$ cat src/rtl/cmp_share_arbiter_pkg.sv
// Shared constants for the comparator-sharing arbiter: FSM encoding and default sizes.
package cmp_share_arbiter_pkg;

  localparam logic [1:0] ST_IDLE = 2'd0;
  localparam logic [1:0] ST_CMP  = 2'd1;
  localparam logic [1:0] ST_RESP = 2'd2;

  localparam int DEF_BIT  = 4;
  localparam int DEF_NREQ = 4;

endpackage

$ cat src/rtl/cmp_share_arbiter_if.sv
// Request/result bundle between client blocks (master) and the shared comparator (slave).
interface cmp_share_arbiter_if
  import cmp_share_arbiter_pkg::*;
#(
  parameter int BIT  = DEF_BIT,
  parameter int NREQ = DEF_NREQ,
  parameter int IDW  = $clog2(NREQ)
) ();

  logic [NREQ-1:0]     req;
  logic [NREQ*BIT-1:0] num1_in;
  logic [NREQ*BIT-1:0] num2_in;
  logic [NREQ-1:0]     grant;
  logic                busy;
  logic                res_valid;
  logic [IDW-1:0]      res_id;
  logic                gt;
  logic                eq;
  logic                ls;

  modport master (
    output req, num1_in, num2_in,
    input  grant, busy, res_valid, res_id, gt, eq, ls
  );

  modport slave (
    input  req, num1_in, num2_in,
    output grant, busy, res_valid, res_id, gt, eq, ls
  );

endinterface

$ cat src/rtl/cmp_share_arbiter_cmp_core.sv
// Combinational unsigned magnitude compare; exactly one of gt/eq/ls is set for any input.
module cmp_core
  import cmp_share_arbiter_pkg::*;
#(
  parameter int BIT = DEF_BIT
) (
  input  logic [BIT-1:0] a,
  input  logic [BIT-1:0] b,
  output logic           gt,
  output logic           eq,
  output logic           ls
);

  assign gt = (a > b);
  assign eq = (a == b);
  assign ls = (a < b);

endmodule

$ cat src/rtl/cmp_share_arbiter.sv
// Round-robin arbiter time-sharing one registered comparator among NREQ requesters.
module cmp_share_arbiter
  import cmp_share_arbiter_pkg::*;
#(
  parameter int BIT  = DEF_BIT,
  parameter int NREQ = DEF_NREQ,
  parameter int IDW  = $clog2(NREQ)
) (
  input  logic               clk,
  input  logic               rst_n,
  cmp_share_arbiter_if.slave bus
);

  logic [1:0]      state_reg;
  logic [1:0]      state_next;
  logic [NREQ-1:0] grant_reg;
  logic            busy_reg;
  logic            res_valid_reg;
  logic [IDW-1:0]  res_id_reg;
  logic            gt_reg;
  logic            eq_reg;
  logic            ls_reg;
  logic [IDW-1:0]  last_reg;
  logic [IDW-1:0]  id_reg;
  logic [BIT-1:0]  op_a_reg;
  logic [BIT-1:0]  op_b_reg;

  logic [BIT-1:0]  num1_arr [NREQ];
  logic [BIT-1:0]  num2_arr [NREQ];
  logic [IDW-1:0]  winner_next;
  logic [NREQ-1:0] grant_next;
  logic [IDW:0]    probe;
  logic            cmp_gt;
  logic            cmp_eq;
  logic            cmp_ls;

  generate
    for (genvar gi = 0; gi < NREQ; gi++) begin : g_slice
      assign num1_arr[gi] = bus.num1_in[gi*BIT +: BIT];
      assign num2_arr[gi] = bus.num2_in[gi*BIT +: BIT];
    end
  endgenerate

  // Scan from farthest to nearest so the requester closest after last_reg wins.
  always_comb begin
    winner_next = last_reg;
    probe       = '0;
    for (int k = NREQ; k >= 1; k--) begin
      probe = {1'b0, last_reg} + (IDW+1)'(k);
      if (probe >= (IDW+1)'(NREQ)) begin
        probe = probe - (IDW+1)'(NREQ);
      end
      if (bus.req[probe[IDW-1:0]]) begin
        winner_next = probe[IDW-1:0];
      end
    end
  end

  assign grant_next = {{(NREQ-1){1'b0}}, 1'b1} << winner_next;

  always_comb begin
    state_next = state_reg;
    case (state_reg)
      ST_IDLE: if (|bus.req) state_next = ST_CMP;
      ST_CMP:  state_next = ST_RESP;
      ST_RESP: state_next = ST_IDLE;
      default: state_next = ST_IDLE;
    endcase
  end

  cmp_core #(.BIT(BIT)) u_cmp_core (
    .a  (op_a_reg),
    .b  (op_b_reg),
    .gt (cmp_gt),
    .eq (cmp_eq),
    .ls (cmp_ls)
  );

  always_ff @(posedge clk or negedge rst_n) begin
    if (!rst_n) begin
      state_reg     <= ST_IDLE;
      grant_reg     <= '0;
      busy_reg      <= 1'b0;
      res_valid_reg <= 1'b0;
      res_id_reg    <= '0;
      gt_reg        <= 1'b0;
      eq_reg        <= 1'b0;
      ls_reg        <= 1'b0;
      last_reg      <= IDW'(NREQ - 1);
      id_reg        <= '0;
      op_a_reg      <= '0;
      op_b_reg      <= '0;
    end else begin
      state_reg <= state_next;
      busy_reg  <= (state_next != ST_IDLE);
      case (state_reg)
        ST_IDLE: begin
          if (|bus.req) begin
            grant_reg <= grant_next;
            op_a_reg  <= num1_arr[winner_next];
            op_b_reg  <= num2_arr[winner_next];
            id_reg    <= winner_next;
            last_reg  <= winner_next;
          end
        end
        ST_CMP: begin
          gt_reg        <= cmp_gt;
          eq_reg        <= cmp_eq;
          ls_reg        <= cmp_ls;
          res_id_reg    <= id_reg;
          res_valid_reg <= 1'b1;
          grant_reg     <= '0;
        end
        ST_RESP: begin
          res_valid_reg <= 1'b0;
        end
        default: begin
          grant_reg     <= '0;
          res_valid_reg <= 1'b0;
        end
      endcase
    end
  end

  assign bus.grant     = grant_reg;
  assign bus.busy      = busy_reg;
  assign bus.res_valid = res_valid_reg;
  assign bus.res_id    = res_id_reg;
  assign bus.gt        = gt_reg;
  assign bus.eq        = eq_reg;
  assign bus.ls        = ls_reg;

endmodule
$ cat src/flat_wrapper.sv
// flat-port wrapper written by rule: the top's interface ports become plain ports
module cmp_share_arbiter_flat import cmp_share_arbiter_pkg::*;
#(
  parameter int BIT  = DEF_BIT,
  parameter int NREQ = DEF_NREQ,
  parameter int IDW  = $clog2(NREQ)
)
  (clk, rst_n, bus_req, bus_num1_in, bus_num2_in, bus_grant, bus_busy, bus_res_valid, bus_res_id, bus_gt, bus_eq, bus_ls);
  cmp_share_arbiter_if #(.BIT(BIT), .NREQ(NREQ), .IDW(IDW)) bus_i ();
  input  logic clk;
  input  logic rst_n;
  input wire logic [$bits(bus_i.req)-1:0] bus_req;
  input wire logic [$bits(bus_i.num1_in)-1:0] bus_num1_in;
  input wire logic [$bits(bus_i.num2_in)-1:0] bus_num2_in;
  output wire logic [$bits(bus_i.grant)-1:0] bus_grant;
  output wire logic [$bits(bus_i.busy)-1:0] bus_busy;
  output wire logic [$bits(bus_i.res_valid)-1:0] bus_res_valid;
  output wire logic [$bits(bus_i.res_id)-1:0] bus_res_id;
  output wire logic [$bits(bus_i.gt)-1:0] bus_gt;
  output wire logic [$bits(bus_i.eq)-1:0] bus_eq;
  output wire logic [$bits(bus_i.ls)-1:0] bus_ls;
  assign bus_i.req = bus_req;
  assign bus_i.num1_in = bus_num1_in;
  assign bus_i.num2_in = bus_num2_in;
  assign bus_grant = bus_i.grant;
  assign bus_busy = bus_i.busy;
  assign bus_res_valid = bus_i.res_valid;
  assign bus_res_id = bus_i.res_id;
  assign bus_gt = bus_i.gt;
  assign bus_eq = bus_i.eq;
  assign bus_ls = bus_i.ls;
  cmp_share_arbiter #(.BIT(BIT), .NREQ(NREQ), .IDW(IDW)) u_core (.clk(clk), .rst_n(rst_n), .bus(bus_i));
endmodule
$ cat config.mk
export PLATFORM = sky130hd
export DESIGN_NAME = cmp_share_arbiter_flat
export DESIGN_NICKNAME = d
export VERILOG_FILES = /design/src/rtl/cmp_share_arbiter_pkg.sv /design/src/rtl/cmp_share_arbiter_if.sv /design/src/rtl/cmp_share_arbiter_cmp_core.sv /design/src/rtl/cmp_share_arbiter.sv /design/src/flat_wrapper.sv
export SDC_FILE = /design/constraint.sdc
export NUM_CORES = 1
export LEC_CHECK = 0
export BUFFER_PORTS_ARGS = -buffer_cell sky130_fd_sc_hd__buf_2
export CORE_MARGIN = 2
export CORE_UTILIZATION = 44
export DETAILED_ROUTE_END_ITERATION = 8
export PLACE_DENSITY = 0.75
export SLEW_MARGIN = 40
export SYNTH_ARGS = -nofsm -noshare
export SYNTH_HDL_FRONTEND = slang
export SYNTH_SLANG_ARGS = --single-unit
$ cat constraint.sdc
create_clock -name clk -period 2.1 [get_ports clk]
set_clock_uncertainty 0.15 [all_clocks]
set_input_delay 0.105 -clock clk [delete_from_list [all_inputs] [get_ports clk]]
set_output_delay 0.105 -clock clk [all_outputs]
set_load 0.03 [all_outputs]
==> results.toml <==
[clock_tree]
clock-root-buffer = "clkbuf_4"
clock_latency_ps = 330
cts_buffer_depth = 2
cts_made_buffers = 3
path_clk_slew_ps = 150
h-tree-depth = 1
clock-sinks = 25
cts_tree = "yes"
cts_setup_buffers = 0

[detailed_routing]
via_per_inst = 5.52
dr.pass1.iters = 4
wl_per_cell_um = 14.7
drt-initial-drc-count = 75
vias = 1353
ant_nets = 0
routed_wl_um = 3600
drc = 0

[critical_path]
crit_type = "flop to flop"
worst_ep_arrival_time_ps = 2090
endpoint_kind = "flop"
worstPathMaxFanout = 22
start_kind = "flop"
slowest_stage = "dfstp_2"
slowest_delay_ps = 590
required_ps = 2150
crit_chain = "or3b_1, and3_4, a2111oi_1, a221oi_1"
rrSetupSlack_ps = 60

[yosys]
synth_edf_count = 0
synth_nets = 182
yosys_warnings = 0
synth-seq-cells = 25
yosysSeqAreaShare_pct = 45.8
yosysUniqueCellTypes = 34
synth_flop_cell = "dfrtp_1"
syn-cell-area_sq_mm = 0.00137
netlist_instances = 140
postSynthAreaPerCell_sq_um = 9.79
async_reset_ff_share_pct = 100

[timing]
rsz0062_at_grt = "true"
fin_crit_sh_pct = 97.0
fmax_mhz = 491
layout_setup_ws_ps = 63.4
whs_ps = -12.9
finalCriticalPeriod_ps = 2040
hold_violations = 1
tightestPinTransition_ps = 574
setup_violations = 0
max_slew_margin_pct = 61.8
maxSlewViolCount = 0

[global_route]
grt_pass1_vias = 1275
grt_usage_pct = 21.7
grt_max_degree = 26
antenna_found_initial = 0
grt_pass1_wl_um = 5800
overflow = 0

[die]
die_height_um = 59.8
core_area_sq_mm = 0.00300
rows = 20
die_w_um = 59.8
num_io_pins = 49
initial_core_util_pct = 45.6
die-area_sq_mm = 0.00358

[cells_and_area]
n_antenna_cell = 0
area_growth_pct = 40.0
final_area_sq_mm = 0.00192
mostFrequentLayoutCells = "buf_2 (48), dfrtp_1 (23), dlygate4sd3_1 (20), inv_1 (13), nor2_1 (11)"
fin_util_pct = 63.9
final_common_cell = "buf_2"
final_nets = 255
drive_gt1_share_pct = 34.4

[power]
leakagePower_nw = 0.948
ir_worst_vdd_v = 0.000723
finalPower_mw = 2.64
power_density_mw_per_mm2 = 1380

[worst_hold_path]
hold_class = "input port to flop"

[placed_design]
placed_area_sq_mm = 0.00167
io_buffers = 48
routabilityCongestion = 0.816
place_ws_ps = 48.8
dp_hpwl_um = 2530

[status]
status = "finished with violations"
violations = "negative hold slack"

[job]
max-cap-violations = 0
[cell usage after synthesis, drive strengths merged, types with 3 or more instances]
master / instances / share of area, %
mux2i: 8 / 5.8
a211oi: 4 / 2.2
a2111oi: 8 / 5.1
ha: 4 / 3.7
a21oi: 7 / 2.6
nand2: 8 / 2.2
nor2b: 5 / 2.3
a221oi: 4 / 2.6
a31oi: 8 / 3.7
clkbuf: 4 / 1.1
mux2: 3 / 2.5
buf: 5 / 2.5
inv: 14 / 3.8
dfrtp: 23 / 42
o21ai: 5 / 2.1
nor2: 11 / 3.0
[logic make-up after synthesis]
kind of cell | synth area share [%]
adders and majority gates | 3.65
and+or+nand+nor | 14.2
AOI/OAI and AO/OA | 20.6
DFF | 45.8
muxes | 8.31
buffers and inverters | 7.40
[worst max-delay path: cells and delay by family (launching register included)]
family	cells	cell delay, ps
AOI/OAI and AO/OA	2	540
DFF	1	590
and+or+nand+nor	2	640
[power breakdown]
part | internal (mW) | total (mW) | switching [mW]
logic | 0.643 | 1.55 | 0.903
registers | 0.734 | 0.858 | 0.124
clock network | 0.0778 | 0.240 | 0.162
[worst paths after layout]
check | start | endpoint | cells after the start
max | u_core.last_reg[0] | u_core.op_a_reg[0] | 4
min | bus_num2_in[0] | u_core.op_b_reg[0] | 3
max reg2reg | u_core.last_reg[0] | u_core.op_a_reg[0] | 4
min reg2reg | u_core.bus.gt | u_core.bus.gt | 2
max in group asynchronous | rst_n | u_core.last_reg[1] | 2
min in group asynchronous | rst_n | u_core.bus.res_valid | 2
[per-layer routing]
layer | vias up | routed length [um] | GRT usage (%)
li1 | 649 | - | -
met1 | 616 | 1480 | 28.4
met2 | 76 | 1800 | 35.9
met3 | 12 | 232 | 1.73
met4 | 0 | 94 | 10.8
met5 | - | 0 | 0
[layout make-up]
cell class / count / area (sq um)
fill: 259 / 1080
multi-input combinational: 92 / 657
sequential: 25 / 628
timing repair buffer: 77 / 508
inverter: 14 / 52.6
tap: 33 / 41.3
clock buffer: 3 / 22.5
clock inverter: 1 / 8.76
[through the flow]
stage,cells,setup TNS [ps]
2_1_floorplan,140,0
5_1_grt,245,-37.2
3_3_place_gp,221,0
3_5_place_dp,221,0
4_1_cts,244,0
6_report,245,0
[repair_timing]
action | CTS | global route
gates resized for setup | 0 | 7
hold endpoints to repair | 33 | 1
endpoints found under the setup margin | 0 | 5
hold buffers | 19 | 1
Note: power is estimated with default switching activity, not from simulation.
